$ cat src/rtl/uart_tx.sv
// 8N1 UART transmitter: byte FIFO on a valid/ready write port, serialised
// LSB-first with one start and one stop bit; tx is registered and idles high.
module uart_tx #(
  parameter int unsigned CLKS_PER_BIT = 10417,
  parameter int unsigned FIFO_DEPTH   = 4
) (
  input  logic                          clk,
  input  logic                          rst,
  input  logic                          wr_en,
  input  logic [7:0]                    wr_data,
  output logic                          wr_ready,
  output logic [$clog2(FIFO_DEPTH):0]   fifo_count,
  output logic                          busy,
  output logic                          tx
);

  localparam int unsigned AW = $clog2(FIFO_DEPTH);
  localparam int unsigned CW = $clog2(CLKS_PER_BIT);
  localparam logic [CW-1:0] BIT_LAST = CW'(CLKS_PER_BIT - 1);
  localparam logic [AW:0]   DEPTH_C  = (AW+1)'(FIFO_DEPTH);

  typedef enum logic [1:0] {IDLE, START, DATA, STOP} state_t;

  state_t        state_q, state_d;
  logic [CW-1:0] bit_cnt_q, bit_cnt_d;
  logic [2:0]    bit_idx_q, bit_idx_d;
  logic [7:0]    shift_q, shift_d;
  logic          tx_q, tx_d;
  logic          busy_q, busy_d;

  logic [7:0]    mem_q [FIFO_DEPTH];
  logic [AW-1:0] wptr_q, rptr_q;
  logic [AW:0]   count_q, count_d;
  logic          push, pop;

  assign wr_ready   = (count_q != DEPTH_C);
  assign push       = wr_en && wr_ready;
  assign fifo_count = count_q;
  assign busy       = busy_q;
  assign tx         = tx_q;

  always_comb begin
    count_d = count_q;
    unique case ({push, pop})
      2'b10:   count_d = count_q + 1'b1;
      2'b01:   count_d = count_q - 1'b1;
      default: count_d = count_q;
    endcase
  end

  always_ff @(posedge clk) begin
    if (push) mem_q[wptr_q] <= wr_data;
  end

  always_ff @(posedge clk) begin
    if (rst) begin
      wptr_q  <= '0;
      rptr_q  <= '0;
      count_q <= '0;
    end else begin
      if (push) wptr_q <= wptr_q + 1'b1;
      if (pop)  rptr_q <= rptr_q + 1'b1;
      count_q <= count_d;
    end
  end

  // tx is a register fed from the current state, so the line lags the FSM by
  // exactly one cycle and every bit keeps its full CLKS_PER_BIT length.
  always_comb begin
    state_d   = state_q;
    bit_cnt_d = bit_cnt_q + 1'b1;
    bit_idx_d = bit_idx_q;
    shift_d   = shift_q;
    pop       = 1'b0;
    tx_d      = 1'b1;
    unique case (state_q)
      IDLE: begin
        bit_cnt_d = '0;
        if (count_q != '0) begin
          pop     = 1'b1;
          shift_d = mem_q[rptr_q];
          state_d = START;
        end
      end
      START: begin
        tx_d = 1'b0;
        if (bit_cnt_q == BIT_LAST) begin
          bit_cnt_d = '0;
          bit_idx_d = '0;
          state_d   = DATA;
        end
      end
      DATA: begin
        tx_d = shift_q[0];
        if (bit_cnt_q == BIT_LAST) begin
          bit_cnt_d = '0;
          shift_d   = {1'b0, shift_q[7:1]};
          bit_idx_d = bit_idx_q + 1'b1;
          if (bit_idx_q == 3'd7) state_d = STOP;
        end
      end
      STOP: begin
        tx_d = 1'b1;
        if (bit_cnt_q == BIT_LAST) begin
          bit_cnt_d = '0;
          if (count_q != '0) begin
            pop     = 1'b1;
            shift_d = mem_q[rptr_q];
            state_d = START;
          end else begin
            state_d = IDLE;
          end
        end
      end
      default: state_d = IDLE;
    endcase
    // Registered busy must cover the pop cycle and the lagging stop bit.
    busy_d = (state_d != IDLE) || (state_q != IDLE) || (count_d != '0);
  end

  always_ff @(posedge clk) begin
    if (rst) begin
      state_q   <= IDLE;
      bit_cnt_q <= '0;
      bit_idx_q <= '0;
      shift_q   <= '0;
      tx_q      <= 1'b1;
      busy_q    <= 1'b0;
    end else begin
      state_q   <= state_d;
      bit_cnt_q <= bit_cnt_d;
      bit_idx_q <= bit_idx_d;
      shift_q   <= shift_d;
      tx_q      <= tx_d;
      busy_q    <= busy_d;
    end
  end

endmodule
$ cat config.mk
export PLATFORM = sky130hd
export DESIGN_NAME = uart_tx
export DESIGN_NICKNAME = d
export VERILOG_FILES = /design/src/rtl/uart_tx.sv
export SDC_FILE = /design/constraint.sdc
export NUM_CORES = 1
export LEC_CHECK = 0
export ABC_AREA = 1
export CORE_MARGIN = 4
export CORE_UTILIZATION = 53
export CTS_CLUSTER_SIZE = 40
export DETAILED_ROUTE_END_ITERATION = 7
export PLACE_DENSITY = 0.75
export SETUP_SLACK_MARGIN = 0.5
export SYNTH_ARGS = -nofsm -noshare
export SYNTH_HDL_FRONTEND = slang
export SYNTH_SLANG_ARGS = --single-unit
$ cat constraint.sdc
create_clock -name clk -period 2.2 [get_ports clk]
set_input_delay 0.44 -clock clk [delete_from_list [all_inputs] [get_ports clk]]
set_output_delay 0.44 -clock clk [all_outputs]
set_load 0.03 [all_outputs]
# Yosys cells after proc, flatten, opt, wreduce, memory -nomap -nowiden
# Memories as Yosys holds them, arrays and structs flattened. A register that Yosys moved wholly into a read port is not among the register bits.
# Cells that the tools add are included.
[totals]
regBits = 36
mem_bits_rw = 32
inputBits = 11
output_inout_bits = 6
n_memories = 1
[mem_list]
columns = ["name", "words", "word_bits", "rd", "rd_clocked_by_memory_dff", "write_ports", "line_no", "rtl"]
rows = [
  ["mem_q", 4, 8, 1, 1, 1, "31", "logic [7:0] mem_q [FIFO_DEPTH];"],
]
[op_classes]
n_addsub = 6
eq_ne = 11
n_mux = 25
n_reduce_logical = 13
[op_table]
columns = ["op", "count"]
rows = [
  ["$pmux W14 S2", 1],
  ["$mux W8", 3],
  ["$pmux W8 S3", 1],
  ["$add A14 B1 Y14 const B", 1],
  ["$eq A14 B14 Y1 const B", 1],
  ["$mux W14", 1],
  ["$mux W2", 7],
  ["$pmux W3 S2", 2],
  ["$reduce_bool A3 Y1", 3],
  ["$pmux W2 S4", 1],
  ["$add A3 B1 Y3 const B", 2],
  ["$eq A2 B2 Y1 const B", 3],
  ["$mux W3", 2],
  ["$ne A2 B2 Y1 const B", 3],
  ["$reduce_and A3 Y1", 2],
  ["$reduce_bool A2 Y1", 3],
  ["$mux W1", 5],
  ["$add A2 B1 Y2 const B", 2],
  ["$eq A2 B1 Y1 const B", 2],
  ["$pmux W1 S2", 2],
  ["$eq A3 B3 Y1 const B", 1],
  ["$ne A3 B3 Y1 const B", 1],
  ["$reduce_or A3 Y1", 1],
  ["$sub A3 B1 Y3 const B", 1],
  ["3 further kinds", 4],
]

# Logic depth before layout (Yosys ltp)
[logic_depth]
ltp_word = 8
ltp_mapped = 17
mapped_depth_nobuf = 17

# Worst setup path after synthesis
# Ideal clock, no wire load.
[synth_timing]
path_type = "reg-to-reg"
startpoint = "reg count_q[0], in the netlist fifo_count[0]"
endpoint = "reg busy_q, in the netlist busy"
setup_ns = 0.122
arrival_ns = 2.349
path_slack_ns = -0.270
stages_incl_launch_ff = 11
period_less_slack_ns = 2.470
cell_sequence = "dfxtp_1 > nor2_1 > nand2_1 > nand2_1 > ha_1 > fa_1 > a21oi_1 > o21ai_0 > xor2_1 > o21ai_0 > nand3_1"
[synth_via]
elab_cells_between_ends = 19
classes_between = "add/sub: 2; eq/ne: 3; mux: 8; reduce/logical: 6"
[synth_rtl]
columns = ["item", "line_no", "rtl"]
rows = [
  ["start, declared", "33", "logic [AW:0] count_q, count_d;"],
  ["start signal, assigned", "63", "count_q <= count_d;"],
  ["$ne A3 B3 Y1 *", "36", "assign wr_ready = (count_q != DEPTH_C);"],
  ["via wr_ready", "11", "output logic wr_ready,"],
  ["$logic_and A1 B1 Y1 *", "37", "assign push = wr_en && wr_ready;"],
  ["$eq A2 B1 Y1 / $eq A2 B2 Y1 (equally long branches)", "44", "unique case ({push, pop})"],
  ["$pmux W3 S2 *", "44", ""],
  ["$reduce_bool A3 Y1 *", "118", "busy_d = (state_d != IDLE) || (state_q != IDLE) || (count_d != '0);"],
  ["$logic_or A1 B1 Y1 *", "118", ""],
  ["end signal, assigned", "135", "busy_q <= busy_d;"],
  ["end, declared", "29", "logic busy_q, busy_d;"],
]
# Mark *: on every way through the listed nets, which the timed path passes. The rest lies on a longest branch.
# A chain may end at the register's enable or synchronous reset.

# Worst setup path in the final report
[layout_timing]
startpoint = "reg state_q[0]"
endpoint = "reg busy_q, in the netlist busy"
[layout_via]
elab_chain_len = 6
elab_cells_between_ends = 19
classes_between = "eq/ne: 5; mux: 8; reduce/logical: 6"
[layout_rtl]
columns = ["item", "line_no", "rtl"]
rows = [
  ["start, declared", "24", "state_t state_q, state_d;"],
  ["start signal, assigned", "130", "state_q <= state_d;"],
  ["$eq A2 B2 Y1 (tied with other cells)", "76", "unique case (state_q)"],
  ["$pmux W1 S2 / $mux W2 (equally long branches)", "76, 95", ""],
  ["$eq A2 B1 Y1 (tied with other cells)", "44", ""],
  ["$pmux W3 S2 / $reduce_bool A2 Y1 (equally long branches)", "44, 118", ""],
  ["$reduce_bool A3 Y1 / $logic_or A1 B1 Y1 (equally long branches)", "118", ""],
  ["$logic_or A1 B1 Y1 *", "118", ""],
]
# Every way passes the cells marked *; elsewhere a longest branch is shown, timed or not.

==> results.cfg <==
[cts]
clkTransAtPathRegs_ps = 70
postCtsHoldBufs = 0
h-tree-depth = 3
cts.sinks = 70
numCtsBuffers = 9
cts_buffer_depth = 2
root_buffer = clkbuf_8
cts_tree = done
worstSkewPairLatency_ps = 330

[sta]
rsz0062_at_grt = yes
post-route-period-util = 1.129
fmax_mhz = 402.8
report.final.setup_viol = 30
hold_slack_ps = 484.1
tightest_slew_ps = 509.6
layout_setup_ws_ps = -282.9
relSlewSlack = 0.6599
fin_crit_ps = 2483
hold_viol_final = 0
setup-tns-final_ps = -2979
slew_viol_final = 0
fin_skew_ps = 8.957

[yosys]
netlist_area_sq_mm = 0.003199
synth_fp_nets = 398
synth_seq_cells = 70
ys_top_cells_by_area = edfxtp_1, dfxtp_1, nor2_1
synthCells = 372
synth_cell_types = 31
avgSynthCellArea_sq_um = 8.600
post-synth-top-area-fraction = 0.3004
ys_warn_count = 0
yosysSeqAreaShare = 0.5381
synth.largest_area_cell = edfxtp_1

[setup_path]
criticalPathCategory = reg -> reg
cp_top_family = adder cells
critPathArrivalTime_ps = 2710
start_kind = flip-flop
path_buf_inv = 2
critical_path_required_ps = 2420
path_max_fanout = 3
worst-path-stages = 11
cpPeakStageDelay_ps = 420
r2r_slack_ps = -280
timing.critical_path.mode_cell = nand3_1
ff2ff_path_depth = 11
end_kind = flip-flop
slowest_stage = fa_1
crit_chain = inv_1 > ha_1 > nor2_2 > nand2_2 > inv_2 > ha_4 > fa_1 > mux2i_2 > nand3_1 > o21ai_2 > nand3_1

[detailed_routing]
firstDrtPassIters = 5
drc_errors = 0
routed_wirelength_microns = 7364
drtIter0Drc = 112
routed-via-count = 2719
vias_per_cell = 5.169
wl_per_cell_microns = 14.00
antenna_left = 0

[layout]
multi_input_area_sq_mm = 0.001498
drive_above_1_share = 0.3038
final_cells = 526
fillers = 397
seqCellArea_sq_mm = 0.001727
num-nets-final = 473
diodes = 0
syn_to_final_growth_pct = 34.53

[global_routing]
grt_antenna_before_repair = 0
grtUsageTotal = 0.1908
gr-total-overflow = 0
grt_pass1_vias = 2513
grt_pass1_wl_microns = 10900
grt_max_degree = 17

[worst_hold_path]
whs_path_depth = 2
hold_path_class = reg -> reg

[floorplanning]
die_w_microns = 85.70
io_pins = 17
dieHeight_microns = 85.70
design.die.area_sq_mm = 0.007344
core_area_sq_mm = 0.005886
start_util = 0.5436
row_count = 28

[placement]
routabilityCongestion = 0.8557
port_buffers = 16
dp.cells = 483
dp_hpwl_microns = 4202

[pwr]
leakage_uw = 0.001828
vdd_ir_drop_max_uv = 892.6
powerDensity_mw_per_mm2 = 1346

[flow_run]
maxCapViolCount = 0

[status]
status = finished, violations left
violations = setup timing
[stage by stage]
| stage | total power (uW) | util | cell area (sq um) | setup slack (ps) |
|---|---|---|---|---|
| 2_1_floorplan | 3194 | - | 3228 | -91.23 |
| 3_5_place_dp | 3847 | 0.6197 | 3647 | -168.8 |
| 3_3_place_gp | 3764 | 0.6197 | 3647 | -64.80 |
| 6_report | 5794 | 0.7313 | 4304 | -282.9 |
| 5_1_grt | 6175 | 0.7313 | 4304 | -401.7 |
| 4_1_cts | 5064 | 0.6779 | 3990 | -158.7 |
[cell type report]
class | instances | share of cell area
inverters | 51 | 0.04564
repair buffers | 71 | 0.1430
flip-flops and latches | 70 | 0.4012
well taps | 75 | 0.02180
clock buffers | 12 | 0.03140
clock inverters | 3 | 0.009012
multi-input cells | 244 | 0.3480
[cells in the mapped netlist (all sizes together)]
| library cell | instances |
|---|---|
| nor2 | 72 |
| nor3b | 1 |
| dfxtp | 38 |
| or2 | 2 |
| o21ai | 44 |
| inv | 49 |
| xnor2 | 1 |
| mux2i | 1 |
| edfxtp | 32 |
| clkbuf | 4 |
| o21bai | 1 |
| nand3 | 18 |
| xor2 | 6 |
| a21oi | 14 |
| ha | 14 |
| a31oi | 1 |
| nand2 | 62 |
| o211ai | 1 |
| buf | 4 |
| nand3b | 1 |
| clkinv | 2 |
| nor3 | 3 |
| fa | 1 |
[per-layer routing]
metal,part of all wire,global-route usage,up-vias
met5,0,0,-
met4,0.024,0.09065,0
met3,0.046,0.04803,16
met2,0.51,0.3213,63
met1,0.42,0.2282,1290
li1,-,-,1350
[final timing paths]
kind                              startpoint            to
worst max-delay path              state_q[0]          busy
worst min-delay path            bit_idx_q[2]  bit_idx_q[2]
worst max register to register    state_q[0]          busy
worst min register to register  bit_idx_q[2]  bit_idx_q[2]
[cell usage in the layout, fill, tap and decap left out, types with 2 or more instances in the layout]
cell type	netlist	layout
nor2_1	70	61
o21ai_0	40	33
o21ai_1	4	6
nor2_2	2	11
nand3_1	17	12
inv_4	0	2
inv_2	2	6
clkbuf_8	0	9
nand2_4	0	2
xor2_1	6	5
nand2_2	2	15
ha_1	14	11
dfxtp_1	38	34
nand3_2	1	5
clkinv_1	2	3
a21oi_2	0	6
dlygate4sd2_1	0	5
a21oi_1	14	8
dfxtp_2	0	4
buf_4	0	43
buf_6	1	11
clkbuf_1	3	3
nand3b_4	1	2
nand2_1	60	43
nor3_1	3	2
nand2_8	0	2
inv_1	47	41
edfxtp_1	32	32
ha_4	0	2
clkdlybuf4s50_1	0	10
o21ai_2	0	5
[report_power, final]
group | leakage (uW) | switching [uW] | internal (uW)
sequential | 0.000606 | 135 | 1610
clock | 0.0000879 | 439 | 513
combinational | 0.00113 | 1700 | 1400
total | 0.00183 | 2270 | 3520
[kinds of logic after synthesis]
group / after synthesis / share of synthesized area
AND/OR/NAND/NOR: 159 / 0.2073
flip-flops: 70 / 0.5381
AO/OA/AOI/OAI: 61 / 0.09738
buffers and inverters: 59 / 0.07392
adder cells (fa/ha/maj): 15 / 0.06101
XOR/XNOR: 7 / 0.01916
multiplexers: 1 / 0.003129
[registers in the layout, indices dropped and copies added, names as in the netlist, named ones only]
signal,cells
bit_cnt_q,14
bit_idx_q,3
busy,1
fifo_count,3
mem_q,32
rptr_q,2
shift_q,8
state_q,2
tx,1
wptr_q,2
[worst reg2reg max path, delay by kind of cell (launching register included)]
kind	cells	cell delay, ps
AO/OA/AOI/OAI	1	140
buffers and inverters	2	180
adder cells (fa/ha/maj)	3	900
multiplexers	1	220
flip-flops	1	400
AND/OR/NAND/NOR	4	540
[repair_timing]
action | 4_1_cts | 5_1_grt
setup buffers | 16 | 11
pin swaps | 17 | 10
hold endpoints to repair | 0 | 0
gates cloned | 0 | 1
resized for setup | 28 | 64
setup endpoints to repair | 10 | 36
(Power assumes the default switching activity.)
